**src/rtl/bc_pkg.sv**
```systemverilog
// Shared types and display constants for the two-player bulls-and-cows engine.
package bc_pkg;

  typedef enum logic [2:0] {
    SECRET_J1,
    SECRET_J2,
    GUESS_J1,
    RESULT_J1,
    GUESS_J2,
    RESULT_J2,
    WIN,
    DRAW
  } state_t;

  localparam logic [1:0] WIN_NONE = 2'd0;
  localparam logic [1:0] WIN_J1   = 2'd1;
  localparam logic [1:0] WIN_J2   = 2'd2;
  localparam logic [1:0] WIN_DRAW = 2'd3;

  // Letters keep bit5 and bit0 set so they can never collide with a numeric code.
  localparam logic [5:0] CH_BLANK = 6'b100000;
  localparam logic [5:0] CH_B     = 6'h21;
  localparam logic [5:0] CH_C     = 6'h23;
  localparam logic [5:0] CH_S     = 6'h25;
  localparam logic [5:0] CH_E     = 6'h27;
  localparam logic [5:0] CH_G     = 6'h29;
  localparam logic [5:0] CH_U     = 6'h2B;
  localparam logic [5:0] CH_J     = 6'h2D;
  localparam logic [5:0] CH_D     = 6'h31;
  localparam logic [5:0] CH_R     = 6'h33;
  localparam logic [5:0] CH_A     = 6'h35;
  localparam logic [5:0] CH_W     = 6'h37;
  localparam logic [5:0] CH_I     = 6'h39;
  localparam logic [5:0] CH_N     = 6'h3B;
  localparam logic [5:0] CH_T     = 6'h3D;
  localparam logic [5:0] CH_1     = 6'b000010;
  localparam logic [5:0] CH_2     = 6'b000100;

  // The leftmost element of each concatenation is char7.
  localparam logic [47:0] TXT_BLANK     = {8{CH_BLANK}};
  localparam logic [47:0] TXT_SECRET_J1 = {CH_S, CH_E, CH_C, CH_BLANK, CH_J, CH_1, CH_BLANK, CH_BLANK};
  localparam logic [47:0] TXT_SECRET_J2 = {CH_S, CH_E, CH_C, CH_BLANK, CH_J, CH_2, CH_BLANK, CH_BLANK};
  localparam logic [47:0] TXT_GUESS_J1  = {CH_G, CH_U, CH_E, CH_S, CH_BLANK, CH_J, CH_1, CH_BLANK};
  localparam logic [47:0] TXT_GUESS_J2  = {CH_G, CH_U, CH_E, CH_S, CH_BLANK, CH_J, CH_2, CH_BLANK};
  localparam logic [47:0] TXT_RESULT_J1 = {CH_BLANK, CH_T, CH_1, CH_BLANK, CH_C, CH_BLANK, CH_B, CH_BLANK};
  localparam logic [47:0] TXT_RESULT_J2 = {CH_BLANK, CH_T, CH_2, CH_BLANK, CH_C, CH_BLANK, CH_B, CH_BLANK};
  localparam logic [47:0] TXT_WIN       = {CH_BLANK, CH_J, CH_BLANK, CH_W, CH_I, CH_N, CH_BLANK, CH_BLANK};
  localparam logic [47:0] TXT_DRAW      = {CH_D, CH_R, CH_A, CH_W, CH_BLANK, CH_BLANK, CH_BLANK, CH_BLANK};

  function automatic logic [5:0] num_char(input logic [3:0] value);
    return {1'b0, value, 1'b0};
  endfunction

  function automatic logic [5:0] blank_char();
    return CH_BLANK;
  endfunction

endpackage

```
**src/rtl/bc_scorer.sv**
```systemverilog
// Combinational scoring of a guess against a secret, plus entry validity
// (every digit in range and all digits pairwise distinct).
module bc_scorer #(
  parameter int DIGITS    = 4,
  parameter int DIGIT_MAX = 9
) (
  input  logic [DIGITS*4-1:0] guess,
  input  logic [DIGITS*4-1:0] secret,
  output logic [2:0]          bulls,
  output logic [2:0]          cows,
  output logic                valid
);

  localparam logic [3:0] DMAX = 4'(DIGIT_MAX);

  // Cows may wrap on an invalid entry; such results are never registered.
  always_comb begin
    bulls = '0;
    cows  = '0;
    valid = 1'b1;
    for (int i = 0; i < DIGITS; i++) begin
      if (guess[4*i +: 4] > DMAX) valid = 1'b0;
      if (guess[4*i +: 4] == secret[4*i +: 4]) bulls = bulls + 3'd1;
      for (int j = 0; j < DIGITS; j++) begin
        if (i != j) begin
          if (guess[4*i +: 4] == guess[4*j +: 4]) valid = 1'b0;
          if (guess[4*i +: 4] == secret[4*j +: 4]) cows = cows + 3'd1;
        end
      end
    end
  end

endmodule

```
**src/rtl/bulls_cows_engine.sv**
```systemverilog
// Two-player bulls-and-cows game controller: secret entry, alternating
// scored guesses, win/draw detection and an eight-character text display.
module bulls_cows_engine
  import bc_pkg::*;
#(
  parameter int DIGITS    = 4,
  parameter int DIGIT_MAX = 9,
  parameter int MAX_TRIES = 10
) (
  input  logic                clock,
  input  logic                reset,
  input  logic                confirm,
  input  logic [DIGITS*4-1:0] sw,
  output logic [47:0]         disp,
  output logic [2:0]          bulls,
  output logic [2:0]          cows,
  output logic [3:0]          tries_j1,
  output logic [3:0]          tries_j2,
  output logic [1:0]          winner,
  output logic                err
);

  localparam logic [2:0] FULL  = 3'(DIGITS);
  localparam logic [3:0] MAX_T = 4'(MAX_TRIES);

  state_t state, next_state;

  logic                confirm_prev;
  logic                tick;
  logic [DIGITS*4-1:0] secret_1;
  logic [DIGITS*4-1:0] secret_2;
  logic [DIGITS*4-1:0] opponent_secret;
  logic [2:0]          sc_bulls;
  logic [2:0]          sc_cows;
  logic                sc_valid;

  logic                store_s1;
  logic                store_s2;
  logic                do_score;
  logic                do_clear;
  logic                set_winner;
  logic [1:0]          winner_next;
  logic                err_next;
  logic [47:0]         disp_next;

  assign opponent_secret = (state == GUESS_J2) ? secret_1 : secret_2;

  bc_scorer #(
    .DIGITS   (DIGITS),
    .DIGIT_MAX(DIGIT_MAX)
  ) u_scorer (
    .guess (sw),
    .secret(opponent_secret),
    .bulls (sc_bulls),
    .cows  (sc_cows),
    .valid (sc_valid)
  );

  // Edge register starts high so a button held through reset is ignored.
  always_ff @(posedge clock or posedge reset) begin
    if (reset) begin
      confirm_prev <= 1'b1;
      tick         <= 1'b0;
    end else begin
      confirm_prev <= confirm;
      tick         <= confirm & ~confirm_prev;
    end
  end

  always_ff @(posedge clock or posedge reset) begin
    if (reset) state <= SECRET_J1;
    else       state <= next_state;
  end

  always_comb begin
    next_state  = state;
    store_s1    = 1'b0;
    store_s2    = 1'b0;
    do_score    = 1'b0;
    do_clear    = 1'b0;
    set_winner  = 1'b0;
    winner_next = WIN_NONE;
    err_next    = 1'b0;
    if (tick) begin
      case (state)
        SECRET_J1: begin
          if (sc_valid) begin
            store_s1   = 1'b1;
            next_state = SECRET_J2;
          end else err_next = 1'b1;
        end
        SECRET_J2: begin
          if (sc_valid) begin
            store_s2   = 1'b1;
            next_state = GUESS_J1;
          end else err_next = 1'b1;
        end
        GUESS_J1, GUESS_J2: begin
          if (sc_valid) begin
            do_score = 1'b1;
            if (sc_bulls == FULL) begin
              next_state  = WIN;
              set_winner  = 1'b1;
              winner_next = (state == GUESS_J1) ? WIN_J1 : WIN_J2;
            end else begin
              next_state = (state == GUESS_J1) ? RESULT_J1 : RESULT_J2;
            end
          end else err_next = 1'b1;
        end
        RESULT_J1: next_state = GUESS_J2;
        RESULT_J2: begin
          if (tries_j2 == MAX_T) begin
            next_state  = DRAW;
            set_winner  = 1'b1;
            winner_next = WIN_DRAW;
          end else next_state = GUESS_J1;
        end
        WIN, DRAW: begin
          do_clear   = 1'b1;
          next_state = SECRET_J1;
        end
        default: next_state = SECRET_J1;
      endcase
    end
  end

  always_ff @(posedge clock or posedge reset) begin
    if (reset) begin
      secret_1 <= '0;
      secret_2 <= '0;
      bulls    <= '0;
      cows     <= '0;
      tries_j1 <= '0;
      tries_j2 <= '0;
      winner   <= WIN_NONE;
      err      <= 1'b0;
    end else begin
      err <= err_next;
      if (do_clear) begin
        secret_1 <= '0;
        secret_2 <= '0;
        bulls    <= '0;
        cows     <= '0;
        tries_j1 <= '0;
        tries_j2 <= '0;
        winner   <= WIN_NONE;
      end else begin
        if (store_s1) secret_1 <= sw;
        if (store_s2) secret_2 <= sw;
        if (do_score) begin
          bulls <= sc_bulls;
          cows  <= sc_cows;
          if (state == GUESS_J1) tries_j1 <= tries_j1 + 4'd1;
          else                   tries_j2 <= tries_j2 + 4'd1;
        end
        if (set_winner) winner <= winner_next;
      end
    end
  end

  always_comb begin
    disp_next = TXT_BLANK;
    case (state)
      SECRET_J1: disp_next = TXT_SECRET_J1;
      SECRET_J2: disp_next = TXT_SECRET_J2;
      GUESS_J1:  disp_next = TXT_GUESS_J1;
      GUESS_J2:  disp_next = TXT_GUESS_J2;
      RESULT_J1: begin
        disp_next        = TXT_RESULT_J1;
        disp_next[5:0]   = num_char({1'b0, bulls});
        disp_next[29:24] = num_char({1'b0, cows});
        disp_next[47:42] = num_char(tries_j1);
      end
      RESULT_J2: begin
        disp_next        = TXT_RESULT_J2;
        disp_next[5:0]   = num_char({1'b0, bulls});
        disp_next[29:24] = num_char({1'b0, cows});
        disp_next[47:42] = num_char(tries_j2);
      end
      WIN: begin
        disp_next        = TXT_WIN;
        disp_next[47:42] = num_char({2'b00, winner});
      end
      DRAW:    disp_next = TXT_DRAW;
      default: disp_next = TXT_BLANK;
    endcase
  end

  always_ff @(posedge clock or posedge reset) begin
    if (reset) disp <= {8{blank_char()}};
    else       disp <= disp_next;
  end

endmodule

```
**config.mk**
```make
export PLATFORM = sky130hd
export DESIGN_NAME = bulls_cows_engine
export DESIGN_NICKNAME = d
export VERILOG_FILES = /design/src/rtl/bc_pkg.sv /design/src/rtl/bc_scorer.sv /design/src/rtl/bulls_cows_engine.sv
export SDC_FILE = /design/constraint.sdc
export NUM_CORES = 1
export LEC_CHECK = 0
export ABC_CLOCK_PERIOD_IN_PS = 9400
export BUFFER_PORTS_ARGS = -buffer_cell sky130_fd_sc_hd__buf_2
export CAP_MARGIN = 20
export CORE_MARGIN = 2
export CORE_UTILIZATION = 45
export DETAILED_ROUTE_END_ITERATION = 8
export GPL_ROUTABILITY_DRIVEN = 0
export PLACE_DENSITY = 0.68
export SLEW_MARGIN = 5
export SYNTH_ARGS = -nofsm -noshare
export SYNTH_HDL_FRONTEND = slang
export SYNTH_SLANG_ARGS = --single-unit
```
**constraint.sdc**
```tcl
create_clock -name clock -period 9.4 [get_ports clock]
set_input_delay 1.88 -clock clock [delete_from_list [all_inputs] [get_ports clock]]
set_output_delay 1.88 -clock clock [all_outputs]
set_load 0.005 [all_outputs]
```
# Word-level counts from Yosys, hierarchy flattened
# Cells that the tools add are included.
[classes]
n_addsub = 16
bitwise = 2
n_reduce_logical = 12
mux = 80
eq_ne = 41
n_lt_le_gt_ge = 4
[op_table]
columns = ["operator", "count"]
rows = [
  ["48-bit one-hot mux with 8 select lines", 1],
  ["4-bit equality test", 28],
  ["16-bit two-way mux", 5],
  ["3-bit two-way mux", 24],
  ["3-bit by 1-bit adder with 3-bit output, second input constant", 12],
  ["1-bit two-way mux", 34],
  ["4-bit two-way mux", 6],
  ["3-bit one-hot mux with 6 select lines", 1],
  ["4-bit > comparator, second input constant", 4],
  ["3-bit equality test, second input constant", 5],
  ["2-bit two-way mux", 7],
  ["2-bit nonzero test", 5],
  ["4-bit by 1-bit adder with 4-bit output, second input constant", 2],
  ["2-bit inequality test, second input constant", 4],
  ["3-bit by 2-bit equality test with 1-bit output, second input constant", 2],
  ["1-bit by 1-bit adder with 2-bit output, second input constant", 2],
  ["4-bit equality test, second input constant", 1],
  ["2-bit one-hot mux with 2 select lines", 1],
  ["2-bit AND reduction", 2],
  ["4-bit AND reduction", 1],
  ["2-bit OR reduction", 2],
  ["4-bit OR reduction", 1],
  ["3-bit by 1-bit equality test with 1-bit output, second input constant", 1],
  ["3-bit zero test", 1],
  ["other kinds (3)", 3],
]
[totals]
ff_bits = 102
in_bits = 19

# Depth between registers and ports, before layout
# Gate-level depths: netlist of the first run.
[depth]
word_depth = 28
ltp_mapped = 41
ltp_nobuf = 38

# Modules after synthesis
# From an unflattened synthesis of the first run, not the netlist that was laid out.
[hier_totals]
cells_unflattened = 672
hier_area_um2 = 6227.2
[modules_own_cells]
columns = ["mod", "cells_each", "area_each_um2", "instances", "seq_area_each_um2"]
rows = [
  ["bulls_cows_engine", 400, 4051.4, 1, 2183.3],
  ["bc_scorer", 272, 2175.8, 1, 0.0],
]

# Worst setup path after synthesis of the first run
# No wires, ideal clock.
[synth_path]
path_kind = "input-to-reg"
from = "input sw[3]"
to = "register cows[2]"
setup_slack_ns = 0.964
n_path_buf = 1
arrival_time_ns = 8.305
path_stages = 35
setup_time_ns = 0.131
cell_sequence = "clkbuf_1 xnor2_1 or4_1 inv_1 ha_1 inv_1 xnor2_4 inv_1 ha_1 or4_1 a21boi_1 xnor2_1 a31oi_1 ha_1 nor2b_1 nor2_1 xor2_1 mux2_2 ha_1 inv_1 a21boi_0 a21oi_1 o41a_1 xor2_1 o21ai_0 ha_1 inv_1 a21oi_1 ha_1 nand2_1 xor2_1 xnor2_1 xnor2_1 xnor2_1 o21ai_1"
[synth_via]
elab_chain_cells = 26
elab_cells_between_ends = 55
[synth_rtl]
columns = ["element", "line_no", "source"]
rows = [
  ["start, declared", "bulls_cows_engine.sv:13", "input logic [DIGITS*4-1:0] sw,"],
  ["4-bit equality test", "bc_scorer.sv:27", "if (guess[4*i +: 4] == secret[4*j +: 4]) cows = cows + 3'd1;"],
  ["1-bit two-way mux", "bc_scorer.sv:27", ""],
  ["1-bit by 1-bit adder with 2-bit output", "bc_scorer.sv:27", ""],
  ["3-bit two-way mux", "bc_scorer.sv:27", ""],
  ["3-bit by 1-bit adder with 3-bit output", "bc_scorer.sv:27", ""],
  ["3-bit two-way mux", "bc_scorer.sv:27", ""],
  ["3-bit by 1-bit adder with 3-bit output", "bc_scorer.sv:27", ""],
  ["3-bit two-way mux", "bc_scorer.sv:27", ""],
  ["(+10 left out)", "-", ""],
  ["3-bit by 1-bit adder with 3-bit output", "bc_scorer.sv:27", ""],
  ["3-bit two-way mux", "bc_scorer.sv:27", ""],
  ["3-bit by 1-bit adder with 3-bit output", "bc_scorer.sv:27", ""],
  ["3-bit two-way mux", "bc_scorer.sv:27", ""],
  ["3-bit by 1-bit adder with 3-bit output", "bc_scorer.sv:27", ""],
  ["3-bit two-way mux", "bc_scorer.sv:27", ""],
  ["3-bit two-way mux", "bulls_cows_engine.sv:150", "if (do_score) begin"],
  ["3-bit two-way mux", "bulls_cows_engine.sv:139", "if (do_clear) begin"],
  ["end signal, assigned", "bulls_cows_engine.sv:152", "cows <= sc_cows;"],
  ["end, declared", "bulls_cows_engine.sv:16", "output logic [2:0] cows,"],
]
# Parallel ways exist; a longest one is shown, timed or not. The select of a mux whose other input is x is not followed.
# A chain may end at the register's enable or synchronous reset.

# Worst setup path in the final report of the first run
[layout_path]
from = "input sw[2]"
to = "register cows[2]"
# Same word-level chain as after synthesis.

==> run_results.csv, run 1 <==
group,metric,value,unit
clock_network,hold_buffers,0,
power,pwr-share-seq,24.9,%
power,p_comb_share,60.2,%
finish,layout-drive-gt1-share,18.34,%
place,placed_area,7047,um^2
power,clkPwrFrac,14.9,%
detailed_routing,wl_per_cell,17.11,um
finish,layout_commonest_cell,"nor2_1",
power,swShare,44.45,%
clock_network,root_buffer,"clkbuf_16",
worst_setup_path,critPathTopFamily,"adder cells",
worst_setup_path,cp-end-kind,"flip-flop",
floorplanning,core,14480,um^2
detailed_routing,drt_iter0_drc,376,
power,p_total,2.422,mW
worst_setup_path,max_stage_delay,0.59,ns
worst_setup_path,critPathKind,"input pin to flip-flop",
detailed_routing,final_antenna_net_count,0,
finish,syn2layout_area_growth,10.88,%
finish,n_antenna_cell,0,
synthesis,yosysUniqueCellTypes,81,
run_status,run_status,"finished, final reports clean",
timing,relSlewSlack,32.21,%
worst_setup_path,cp-startpoint,"sw[2]",
clock_network,clock_latency,0.36,ns
clock_network,clock_path_buffers,2,
detailed_routing,drc,0,
timing,grt_setup_unrepaired,"no",
worst_setup_path,path_buf_inv,6,
worst_setup_path,critical_path_depth,35,
synthesis,ys_ff_latch,87,
grt,grtUsageTotal,21.48,%
detailed_routing,vias_per_cell,5.643,
power,power_switching,1.077,mW
clock_network,cts_resized,0,
place,hpwl,12030,um
timing,hold_violations,0,
grt,antenna_found_initial,0,
timing,min_period,8.512,ns
clock_network,clkTransAtPathRegs,0.07,ns
grt,grt_max_degree,75,
worst_setup_path,reg2reg_depth,36,
detailed_routing,vias,5468,
clock_network,cts_tree,"yes",
floorplanning,dieArea,15710,um^2
place,io_buffers,76,
detailed_routing,wirelength,16580,um
worst_setup_path,worst_path_max_delay_cell,"or4_1",
timing,max_freq,117.5,MHz
hold_path,worstHoldPathType,"flip-flop to flip-flop",
clock_network,htreeDepth,3,
hold_path,min_path_cells,1,
floorplanning,initial_core_util,45.77,%
timing,skew,0.01081,ns
worst_setup_path,cpMostUsedCell,"ha_1",
power,internal-power,1.345,mW
power,power_density,329.6,nW/um^2
worst_setup_path,cp.required,9.63,ns
hold_path,min_from,"confirm_prev",
grt,grt_overflow,0,
grt,grt_first_pass_wirelength,27260,um
clock_network,post_cts_buffers,0,
grt,grt_pass1_vias,5186,
timing,worst_pin_slew,1.014,ns
timing,finalSetupViolCount,0,
finish,final_cell_area,7347,um^2
floorplanning,rows,44,
timing,fin_crit_sh,90.55,%
finish,fillCellCount,1362,
synthesis,async_flop_share,100.0,%
timing,finalMaxSlewViolations,0,
flow_run,drv_cap,0,
floorplanning,fp.dieW,125.3,um
worst_setup_path,worstPathMaxFanout,12,
floorplanning,ios,84,
synthesis,ys_seq_area_share,32.95,%
synthesis,yosys_warnings,0,
synthesis,synth_flop_cell,"dfrtp_1",
finish,layout_common_cells,"nor2_1 (83), dfrtp_1 (82), buf_2 (76), xnor2_1 (67), nand2_1 (45)",
synthesis,syn_inst,735,
power,leakagePower,3.471,nW
worst_setup_path,crit_arrival,8.75,ns
power,worst_ir_drop_vdd,152.7,uV
finish,final_core_util,50.74,%
synthesis,syn-cell-area,6626,um^2
floorplanning,die_h,125.3,um
worst_setup_path,startpoint_type,"input pin",
timing,fin_setup_tns,0,ns
synthesis,synth_edf_count,0,
finish,layout.nets,819,
synthesis,avgSynthCellArea,9.015,um^2
worst_setup_path,r2r-start,"state[1]",
clock_network,cts_buffers,9,
detailed_routing,dr.pass1.iters,5,
clock_network,cts_sinks,87,
## cell type report
cell class / instances / area, um^2 / share of cell area (%)
tap: 184 / 230.2 / 3.134
clock inverter: 7 / 75.07 / 1.022
timing repair buffer: 84 / 447.9 / 6.097
clock buffer: 9 / 225.2 / 3.065
inverter: 47 / 177.7 / 2.418
sequential: 87 / 2183 / 29.72
multi-input combinational: 551 / 4008 / 54.55
## state kept, by name, summed over array words and instances, names as in the netlist, 2 cells and up
name and count:
bulls 3, cows 3, disp 33, secret_1 16
secret_2 16, state 3, tries_j1 4, tries_j2 4
winner 2
## synth_stat cells (all sizes together), types with 6 or more instances
| library cell | count | area share [%] |
|---|---|---|
| nand4 | 9 | 0.85 |
| nor3 | 13 | 1.2 |
| nor2b | 13 | 1.2 |
| o221ai | 10 | 1.5 |
| dfrtp | 82 | 31 |
| xnor2 | 70 | 10 |
| inv | 46 | 2.6 |
| ha | 18 | 3.4 |
| or3 | 6 | 0.57 |
| a211oi | 8 | 0.98 |
| nor2 | 84 | 4.8 |
| mux2i | 34 | 5.4 |
| a221oi | 9 | 1.3 |
| o22ai | 11 | 1.2 |
| nand2 | 45 | 2.5 |
| or2 | 7 | 0.66 |
| o21ai | 33 | 2.5 |
| xor2 | 33 | 4.6 |
| nand3 | 13 | 0.98 |
| clkbuf | 26 | 1.5 |
| nor4 | 10 | 1.5 |
| buf | 30 | 2.9 |
| a21oi | 36 | 2.8 |
| and2 | 7 | 0.66 |
## per-layer routing
metal / vias up / wire length (um) / GRT usage (%)
met5: - / 0 / 0
met4: 0 / 427 / 7.843
met3: 33 / 875 / 3.937
met2: 180 / 8102 / 36.54
met1: 2628 / 7171 / 27.39
li1: 2627 / - / -
## worst reg2reg max path: cells and delay by family (launching register included)
| kind | cells | cell delay, ns |
|---|---|---|
| AOI/OAI and AO/OA | 8 | 1.02 |
| xor gates and xnor gates | 9 | 1.60 |
| adders and majority gates | 6 | 1.77 |
| buffers and inverters | 5 | 0.62 |
| DFF | 1 | 0.36 |
| muxes | 2 | 0.87 |
| and+or+nand+nor | 6 | 2.19 |
## metrics by stage
step | setup slack, ns | instances | hold slack (ns)
5_1_grt | 0.2170 | 969 | 0.5175
6_report | 0.8883 | 969 | 0.4939
4_1_cts | 0.9004 | 969 | 0.5036
3_3_place_gp | 0.6938 | 952 | 0.4742
3_5_place_dp | 0.5345 | 953 | 0.4901
2_1_floorplan | 0.9642 | 741 | 0.4637
## power by group through the flow
stage | clock network, mW | registers (mW) | logic [mW]
floorplan | 0 | 0.591 | 1.18
global placement | 0 | 0.606 | 1.43
detailed placement | 0 | 0.608 | 1.45
CTS | 0.371 | 0.601 | 1.46
global route | 0.383 | 0.618 | 1.61
finish | 0.361 | 0.603 | 1.46
## logic make-up (layout without fill, tap and decap cells)
group | after synthesis | after routing | share of synthesized area, %
XOR/XNOR | 106 | 106 | 15.79
other | 2 | 8 | 0.1133
multiplexers | 36 | 36 | 5.702
AND/OR/NAND/NOR | 222 | 222 | 16.56
flip-flops | 87 | 87 | 32.95
AO/OA/AOI/OAI | 158 | 158 | 17.71
buffers and inverters | 103 | 147 | 7.024
adder cells (fa/ha/maj) | 21 | 21 | 4.154
## final timing paths
kind	endpoint	slack (ns)
worst min-delay path	tick	0.49
min in group asynchronous	secret_1[3]	1.42
max in group asynchronous	disp[1]	6.80
worst max-delay path	cows[2]	0.89
worst max register to register	cows[2]	0.89
worst min register to register	tick	0.49
(Power assumes the default switching activity.)
==> run 2: changes to the inputs <==
- ABC_AREA: unset -> 1
==> run 2 against run 1 <==
Global-route usage is 0.22 points lower; count of clock-buffer cells in the layout is 1 higher; synthesized cell count is 14% higher; first-iteration DRC count is 0.27% higher; critical path type is now flip-flop to flip-flop; highest routed layer unchanged.
==> run_results.csv, run 2 <==
group,metric,value,unit
clock_network,cts_resized,0,
synthesis,ys_top_cells_by_area,"dfrtp_1 (33%), nand2_1 (13%), xor2_1 (8.8%)",
detailed_routing,drc,0,
finish,fin_cells,1070,
worst_setup_path,cp-end-kind,"flip-flop",
power,worst_ir_drop_vdd,152.7,uV
clock_network,post_cts_buffers,0,
synthesis,async_flop_share,100.0,%
timing,relSlewSlack,33.29,%
synthesis,yosysUniqueCellTypes,45,
worst_setup_path,worstPathMaxFanout,24,
detailed_routing,vias_per_cell,5.027,
floorplanning,initial_core_util,46.37,%
finish,n_antenna_cell,0,
clock_network,cts_buffers,9,
timing,hold_violations,0,
clock_network,clkTransAtPathRegs,0.06,ns
grt,grt_overflow,0,
place,hpwl,11250,um
grt,grt_max_degree,67,
detailed_routing,final_antenna_net_count,0,
synthesis,netlist.area_leader.share,33.15,%
clock_network,clock_latency,0.34,ns
timing,max_freq,134.2,MHz
finish,largest_register_ff_count,33,
synthesis,syn-cell-area,6190,um^2
worst_setup_path,crit_arrival,7.67,ns
synthesis,yosys_warnings,0,
timing,skew,0.005623,ns
finish,top_register,"disp",
worst_setup_path,critPathKind,"flip-flop to flip-flop",
clock_network,root_buffer,"clkbuf_16",
timing,fin_crit_sh,79.28,%
worst_setup_path,cp.required,9.62,ns
clock_network,hold_buffers,0,
floorplanning,rows,42,
clock_network,cts_tree,"yes",
timing,fin_ws,1.948,ns
synthesis,synth_edf_count,0,
timing,grt_setup_unrepaired,"no",
floorplanning,ios,84,
clock_network,cts_sinks,87,
hold_path,worstHoldPathType,"flip-flop to flip-flop",
finish,layout.nets,928,
synthesis,yosys.area_share.simple,30.02,%
synthesis,ys_seq_area_share,35.27,%
timing,finalMaxSlewViolations,0,
clock_network,htreeDepth,3,
synthesis,synth_fa_ha_area_share,4.285,%
clock_network,clock_path_buffers,2,
grt,grt_pass1_vias,4972,
grt,grtUsageTotal,21.26,%
detailed_routing,drt_iter0_drc,377,
synthesis,synth-compound-area-share,8.025,%
synthesis,yosysMostFrequentCell,"nand2_1",
power,leakagePower,3.684,nW
detailed_routing,dr.pass1.iters,5,
power,power_density,318.9,nW/um^2
synthesis,syn_inst,838,
place,io_buffers,76,
detailed_routing,vias,5379,
timing,fin_setup_tns,0,ns
finish,layout-drive-gt1-share,16.11,%
timing,worst_pin_slew,0.9970,ns
grt,antenna_found_initial,0,
synthesis,synth_flop_cell,"dfrtp_1",
finish,layout_commonest_cell,"nand2_1",
worst_setup_path,cpMostUsedCell,"nand2_1",
floorplanning,fp.dieW,121.3,um
synthesis,avgSynthCellArea,7.386,um^2
worst_setup_path,worst_path_max_delay_cell,"dfrtp_1",
finish,final_core_util,51.69,%
timing,finalSetupViolCount,0,
synthesis,synthTopCellsByCount,"nand2_1 (212), inv_1 (99), nand3_1 (86)",
detailed_routing,wirelength,14870,um
place,dp_slack,1.613,ns
run_status,run_status,"finished, final reports clean",
finish,syn2layout_area_growth,11.46,%
detailed_routing,wl_per_cell,13.90,um
floorplanning,dieArea,14710,um^2
floorplanning,core,13350,um^2
timing,min_period,7.452,ns
worst_setup_path,startpoint_type,"flip-flop",
grt,grt_first_pass_wirelength,24630,um
synthesis,synth_largest_area_cell,"dfrtp_1",
synthesis,synthXorXnorAreaFrac,11.74,%
worst_setup_path,max_stage_delay,0.84,ns
synthesis,ys_ff_latch,87,
flow_run,drv_cap,0,
finish,largestRegisters,"disp (33), secret_1 (16), secret_2 (16)",
place,dp_cells,1054,
floorplanning,die_h,121.3,um
finish,layout_common_cells,"nand2_1 (212), inv_1 (98), nand3_1 (86), dfrtp_1 (82), buf_2 (76)",
synthesis,synth_top_family_by_area,"simple AND/OR/NAND/NOR gates",
synthesis,muxShareOfSynthArea,0.1617,%
run 2: cell types whose count changed after synthesis, sizes merged, moves of 24 or more:
cell / delta
xnor2: -49
xor2: +29
nand3: +79
inv: +55
mux2i: -33
nand2: +189
nor2: -24
run 2: cell type report:
type | instances | area [um^2]
clock buffer | 10 | 229.0
clock inverter | 6 | 92.59
fill | 1353 | 6449
inverter | 104 | 391.6
multi-input combinational | 609 | 3387
sequential | 87 | 2183
tap | 176 | 220.2
timing repair buffer | 78 | 395.4
run 2: through the flow:
step	total power, mW	instance area, um^2	hold slack, ns
after floorplan	1.545	6212	0.4422
after global placement	1.800	6578	0.4555
after detailed placement	1.814	6578	0.4636
after CTS	2.213	6899	0.4793
after global routing	2.427	6899	0.4931
final	2.200	6899	0.4785
run 2: worst paths after layout:
path	start	to	slack, ns	cells past startpoint
max	state[2]	cows[2]	1.95	40
min	secret_1[6]	secret_1[6]	0.48	2
max reg2reg	state[2]	cows[2]	1.95	40
min reg2reg	secret_1[6]	secret_1[6]	0.48	2
max in group asynchronous	reset	cows[1]	6.74	3
min in group asynchronous	reset	secret_1[11]	1.51	2
run 2: critical path, delay by kind of cell (launching register included):
| family | cells | cell delay, ns |
|---|---|---|
| AND/OR/NAND/NOR | 26 | 3.76 |
| adder cells (fa/ha/maj) | 5 | 1.37 |
| flip-flops | 1 | 0.84 |
| XOR/XNOR | 5 | 0.73 |
| buffers and inverters | 3 | 0.55 |
| AO/OA/AOI/OAI | 1 | 0.06 |
run 2: kinds of logic after synthesis:
kind of cell | count (synthesis)
mux | 1
simple gates | 412
other cells | 2
buf+inv | 148
xor+xnor | 83
flops | 87
compound gates | 85
fa+ha+maj | 20
run 2: report_power, final:
part | total [mW] | internal [mW] | switching, mW
Clock | 0.385 | 0.235 | 0.150
Sequential | 0.600 | 0.510 | 0.0896
Combinational | 1.21 | 0.427 | 0.788
run 2: metal layers:
metal | wire length, um | share of wire [%] | track usage (%)
met3 | 779 | 5.2 | 3.148
met1 | 6827 | 46 | 29.18
met4 | 266 | 1.8 | 6.106
met2 | 6995 | 47 | 34.90
met5 | 0 | 0 | 0
